<file path="src/rtl/conv2_adder_sequencer.sv">
// conv2_adder_sequencer: walks one frame of output positions through the
// gated adder tree of conv layer 2, checks retirements, flags frame done.
//
// Ports:
//   clk, rst_n        clock, async active-low reset
//   start, abort      frame begin request / synchronous cancel (abort wins)
//   in_valid          stage-0 products present this cycle
//   stage_done_last   done output of the final adder stage
//   stage_en          per-stage enables, bit k -> stage k
//   in_ready          accepting in_valid (RUN)
//   out_valid         final-stage result valid, out_index its position
//   busy              high in RUN and DRAIN
//   frame_done        one-cycle completion pulse
//   err               sticky retirement-mismatch flag
module conv2_adder_sequencer #(
  parameter int NUM_STAGES  = 3,
  parameter int NUM_OUTPUTS = 100,
  parameter int CNT_W       = 7
) (
  input  logic                  clk,
  input  logic                  rst_n,
  input  logic                  start,
  input  logic                  abort,
  input  logic                  in_valid,
  input  logic                  stage_done_last,
  output logic [NUM_STAGES-1:0] stage_en,
  output logic                  in_ready,
  output logic                  out_valid,
  output logic [CNT_W-1:0]      out_index,
  output logic                  busy,
  output logic                  frame_done,
  output logic                  err
);

  typedef enum logic [1:0] {
    IDLE,
    RUN,
    DRAIN,
    DONE
  } state_t;

  localparam logic [CNT_W:0] NOUT =
    (CNT_W+1)'(NUM_OUTPUTS);

  state_t state;
  state_t state_nx;

  logic [CNT_W-1:0]      issue_cnt;
  logic [CNT_W-1:0]      retire_cnt;
  logic [NUM_STAGES-1:1] pipe_q;
  logic                  expect_q;
  logic                  err_q;

  logic           accept;
  logic           start_ok;
  logic           last_issue;
  logic           drained;
  logic [CNT_W:0] issue_nx;
  logic [CNT_W:0] retire_nx;

  assign accept   = (state == RUN) & in_valid & ~abort;
  assign start_ok = (state == IDLE) & start & ~abort;

  assign issue_nx   = {1'b0, issue_cnt} + 1'b1;
  assign last_issue = accept && (issue_nx == NOUT);

  // Look one cycle ahead so DONE follows the last retirement directly:
  // with no enables left, expect_q clears next cycle, and retire_nx
  // already includes a retirement happening now.
  assign retire_nx = {1'b0, retire_cnt}
                   + (CNT_W+1)'(out_valid);
  assign drained   = (pipe_q == '0) && (retire_nx == NOUT);

  assign stage_en   = {pipe_q, accept};
  assign in_ready   = (state == RUN);
  assign busy       = (state == RUN) || (state == DRAIN);
  assign out_valid  = stage_done_last & busy;
  assign out_index  = retire_cnt;
  assign frame_done = (state == DONE);
  assign err        = err_q;

  always_comb begin
    state_nx = state;
    unique case (state)
      IDLE:    if (start_ok)   state_nx = RUN;
      RUN:     if (last_issue) state_nx = DRAIN;
      DRAIN:   if (drained)    state_nx = DONE;
      DONE:                    state_nx = IDLE;
      default:                 state_nx = IDLE;
    endcase
    if (abort) state_nx = IDLE;
  end

  always_ff @(posedge clk or negedge rst_n) begin
    if (!rst_n) begin
      state      <= IDLE;
      pipe_q     <= '0;
      expect_q   <= 1'b0;
      issue_cnt  <= '0;
      retire_cnt <= '0;
      err_q      <= 1'b0;
    end else begin
      state <= state_nx;
      if (abort) begin
        pipe_q   <= '0;
        expect_q <= 1'b0;
      end else begin
        pipe_q   <= stage_en[NUM_STAGES-2:0];
        expect_q <= stage_en[NUM_STAGES-1];
      end
      if (abort || start_ok) begin
        issue_cnt  <= '0;
        retire_cnt <= '0;
      end else begin
        if (accept)    issue_cnt  <= issue_cnt + 1'b1;
        if (out_valid) retire_cnt <= retire_cnt + 1'b1;
      end
      // A mismatch in the same cycle as a start still registers.
      err_q <= (err_q & ~start_ok)
             | (stage_done_last != expect_q);
    end
  end

endmodule

</file>
<file path="config.mk">
export PLATFORM = sky130hd
export DESIGN_NAME = conv2_adder_sequencer
export DESIGN_NICKNAME = d
export VERILOG_FILES = /design/src/rtl/conv2_adder_sequencer.sv
export SDC_FILE = /design/constraint.sdc
export NUM_CORES = 1
export LEC_CHECK = 0
export CAP_MARGIN = 5
export CORE_MARGIN = 5
export CORE_UTILIZATION = 41
export CTS_CLUSTER_DIAMETER = 80
export DETAILED_ROUTE_END_ITERATION = 8
export PLACE_DENSITY = 0.65
export SYNTH_ARGS = -nofsm -noshare
export SYNTH_HDL_FRONTEND = slang
export SYNTH_SLANG_ARGS = --single-unit
</file>
<file path="constraint.sdc">
create_clock -name clk -period 3 [get_ports clk]
set_input_delay 0.6 -clock clk [delete_from_list [all_inputs] [get_ports clk]]
set_output_delay 0.6 -clock clk [all_outputs]
set_load 0.005 [all_outputs]
</file>
Yosys cells after proc, flatten, opt, wreduce, memory -nomap -nowiden
Cells that the tools add are included.

Add/sub/neg operators: 4. Multiply operators: 0. Div/mod/pow operators: 0. Magnitude comparators: 0. Eq/ne operators: 9. Shift operators: 0. Muxes and demuxes: 11. Bitwise logic cells: 9. Reduce and logical (&&, ||, !) cells: 9.

Operator list (count): $mux 7 (4); $eq 8x7->1 const B (2); $add 7x1->7 const B (2); $mux 2 (5); $add 7x1->8 (1); $add 7x1->8 const B (1); $pmux 2 s4 (1); $and 1x1->1 (6); $ne 3x3->1 const B (2); $eq 2x2->1 const B (2); $logic_not 2->1 (2); $reduce_bool 2->1 (2); $ne 3x2->1 const B (1); $reduce_and 3->1 (1); $eq 2x1->1 const B (1); $logic_and 1x1->1 (2); $logic_or 1x1->1 (2); $not 1->1 (2); $mux 1 (1); $ne 1x1->1 (1); $or 1x1->1 (1).

Bits in registers: 20. Bits in latches: 0. Bits in writable memories: 0. Bits in read-only memories: 0. Bits of input ports: 6. Output and inout bits: 15. Logic and storage cells: 48. Memories kept: 0.

Depth between registers and ports, before layout
Depth after elaboration: 9. Gate-level depth with buffers: 11.

Worst setup path after synthesis
OpenSTA, ideal clock, no wires.

Path type: register to register. Start: register state[0]. End: register state[0]. Library setup time: 0.079 ns. Data arrival time: 2.404 ns. Setup slack: 0.517 ns. Stages on the path, launching flop included: 12. Path buffers: 0. Clock period less this slack: 2.483 ns. Cell sequence: dfrtp_1 inv_1 ha_1 nand2_1 inv_1 ha_1 ha_1 nand3b_1 mux2i_1 o41ai_2 o2111a_2 mux2i_1.

Longest elaborated chain between the ends: 8.

RTL lines: start, declared (line 45) `state_t state;`; start signal, assigned (line 103) `state <= state_nx;`; $eq 2x1->1 or $eq 2x2->1 (tied branches) (line 76) `assign busy = (state == RUN) || (state == DRAIN);`; $logic_or 1x1->1 * (line 76); net busy (line 30) `output logic busy,`; $and 1x1->1 * (line 77) `assign out_valid = stage_done_last & busy;`; net out_valid (line 28) `output logic out_valid,`; $add 7x1->8 * (line 71) `+ (CNT_W+1)'(out_valid);`; $eq 8x7->1 * (line 72) `assign drained = (pipe_q == '0) && (retire_nx == NOUT);`; $logic_and 1x1->1 * (line 72); $ne 3x3->1 (no source line) *; $reduce_and 3->1 (no source line) *.

The timed path passes the listed nets; every way through them passes the cells marked *. A chain may end at the register's enable or synchronous reset.

Worst setup path in the final report
Start: register state[0]. End: register state[1].

Longest elaborated chain between the ends: 8.

RTL lines (line): $eq 2x1->1 or $eq 2x2->1 (tied branches) (61, 76, 84); $logic_or 1x1->1 (76); $and 1x1->1 (77); $add 7x1->8 (71); $eq 8x7->1 (72); $logic_and 1x1->1 (72); $ne 3x3->1 (no source line); $reduce_and 3->1 (no source line).

Several ways; a longest one is shown, not always the timed one.

==> summary.txt <==
Hold Crit Depth -> 2
CTS tree -> yes
final hold slack -> 0.512 ns
syn avg cell area -> 9.99 um2
via count -> 843
Final setup viols -> 0
Iteration-0 DRC Markers -> 37
die area -> 3870 um2
Root Buffer Master -> clkbuf_4
outcome -> complete, no violations
n_diodes -> 0
origin of the worst setup path -> state[0]
post_cts resized -> 0
Row Count -> 19
post-DR vias/cell -> 5.08
I/O Pins -> 21
Synthesized Nets -> 128
Worst setup EP type -> flip-flop
Die X -> 62.2 um
height of the die -> 62.2 um
reg2reg start -> state[0]
area delta synth->final -> 25.7%
# DRC -> 0
IR Drop Worst-Case VDD -> 0.000355 V
HPWL Detailed -> 1770 um
htree depth -> 1
Final Critical Period -> 2.74 ns
Reg clk slew, reported paths -> 0.12 ns
Max FO, Critical Path -> 4
initial antenna violation count -> 0
Mapped Cells -> 112
Sink Count -> 20
RR Endpoint -> state[1]
GRT Total Usage -> 12.3%
WP data required -> 3.23 ns
Critical Path End -> state[1]
top-area cell type share of the netlist area -> 44.7%
maxcap violations -> 0
Initial Utilization -> 41.6%
routed len/inst -> 13.6 um
largest net degree at the start of global routing -> 21
R2R Setup Slk -> 0.26 ns
antenna viol nets, final -> 0
overall power -> 787 uW
WS Path Type -> reg2reg
max-slew violation count -> 0
crit path launch type -> flip-flop
Hold Vio Cnt, Final -> 0
Pre-Repair DR Iteration Count -> 4
total detailed-routing wirelength -> 2260 um
Hold/Removal Path Class -> reg2reg
Post-Route Skew -> 0.00540 ns
Seq cells post-synth -> 20
Total Neg Setup Slack -> 0 ns
dominant cell type by area after synthesis -> dfrtp_1
largest cells by area after synthesis -> dfrtp_1 45%, ha_1 11%, xor2_1 7.0%, nor2_1 5.4%, nand2_1 4.4%
slew margin rel. -> 39.6%
layout cell share with drive strength beyond 1 -> 5.19%
Nets -> 152
PwrDens -> 559 nW/um2
worst-case reg-to-reg path depth -> 11
mapped cell area -> 1120 um2
CTS buffer count -> 3
gpl congestion -> 0.771
Leak -> 0.623 nW
number of I/O port buffers -> 20
total setup buffers inserted after CTS -> 0
worst skew pair latency -> 0.30 ns
critical path data arrival time -> 2.97 ns
vias in the first global route -> 918
register area share after synthesis -> 44.7%
unrepaired setup endpoints after global routing -> false
Longest Clk Path Bufs -> 2
Synth Warn # -> 0
crit share post-route -> 91.2%
CTS Hold Bufs -> 0
Slew @ Worst Pin -> 0.904 ns
first-pass GRT wire length -> 3930 um
grt ovf -> 0
final core utilization -> 52.4%
Core ar. -> 2690 um2
Yosys cell types -> 26
Max Fclk -> 365 MHz
[critical path, cell delays in order (launching register included)]
cell      delay (ns)
dfrtp_1         0.44
inv_1           0.10
ha_1            0.37
nand2_1         0.13
inv_1           0.10
ha_1            0.21
ha_1            0.21
nand3b_1        0.18
mux2i_1         0.14
o41ai_2         0.35
o2111a_2        0.27
mux2i_1         0.18
[power by group]
part | total, mW | internal [mW] | switching, mW
Clock | 0.223 | 0.135 | 0.0881
Sequential | 0.312 | 0.289 | 0.0235
Combinational | 0.251 | 0.128 | 0.123
[Yosys cell counts]
cell type,number
nand3_1,5
nand2_1,13
o31ai_1,1
nand2b_1,5
nor2_1,16
clkbuf_1,1
ha_1,10
o41ai_2,1
nand4_1,3
or3_1,1
mux2i_1,3
inv_1,4
dfrtp_1,20
nor2b_1,2
o21ai_0,1
buf_4,1
a21oi_1,3
and2_0,1
nand3b_1,1
o21bai_1,1
o2111a_2,1
nor4bb_1,1
and3_1,2
nand4bb_1,1
xnor2_1,5
xor2_1,9
[cell families (layout without fill, tap and decap cells)]
logic type               after synthesis  count (layout)  share of synthesized area (%)
AO/OA/AOI/OAI                          8               8                           5.70
buffers and inverters                  6              29                           2.35
AND/OR/NAND/NOR                       51              51                           22.4
adder cells (fa/ha/maj)               10              10                           11.2
flip-flops                            20              20                           44.7
XOR/XNOR                              14              14                           11.0
multiplexers                           3               3                           2.68
[cell type report]
class                   count  area, um2
inverters                   4       15.0
well taps                  31       38.8
fillers                   273       1280
repair buffers             21        208
clock inverters             1       30.0
multi-input cells          86        592
clock buffers               3       22.5
flip-flops and latches     20        500
[cells in the final DEF, fill, tap and decap left out]
master and n:
dfrtp_1 20, nand3_1 5, and3_1 2, or3_1 1, xor2_1 9, inv_1 4
nand2b_1 5, and2_0 1, bufinv_16 1, o41ai_2 1, o21ai_0 1, clkdlybuf4s50_1 20
nor2_1 16, xnor2_1 5, clkbuf_4 3, a21oi_1 3, o21bai_1 1, o2111a_2 1
ha_1 10, buf_4 1, o31ai_1 1, mux2i_1 3, nor4bb_1 1, nand2_1 13
nand3b_1 1, nand4_1 3, nand4bb_1 1, nor2b_1 2
[through the flow]
step / setup slack (ns) / instance area [um2] / std cells
2_1_floorplan: 0.517 / 1120 / 112
3_3_place_gp: 0.213 / 1350 / 162
3_5_place_dp: 0.105 / 1350 / 162
4_1_cts: 0.257 / 1410 / 166
5_1_grt: 0.0869 / 1410 / 166
6_report: 0.263 / 1410 / 166
[flip-flops by register name, indices dropped and copies added (netlist names)]
name       flops
state          2
pipe_q         2
expect_q       1
out_index      7
err            1
issue_cnt      7
[worst min-delay path by stage]
stage / from / endpoint / slack, ns
after global routing: expect_q / err / 0.54
final: expect_q / err / 0.51
after global placement: err / err / 0.48
after detailed placement: err / err / 0.49
after CTS: expect_q / err / 0.51
after floorplan: rst_n / err / 0.30
[metal layers]
layer,up-vias,routed length [um],track usage [%]
met5,-,0,0
met4,0,30,4.88
met3,4,127,3.78
met2,19,1120,21.4
met1,403,978,14.0
li1,417,-,-
Note: power is estimated with default switching activity, not from simulation.
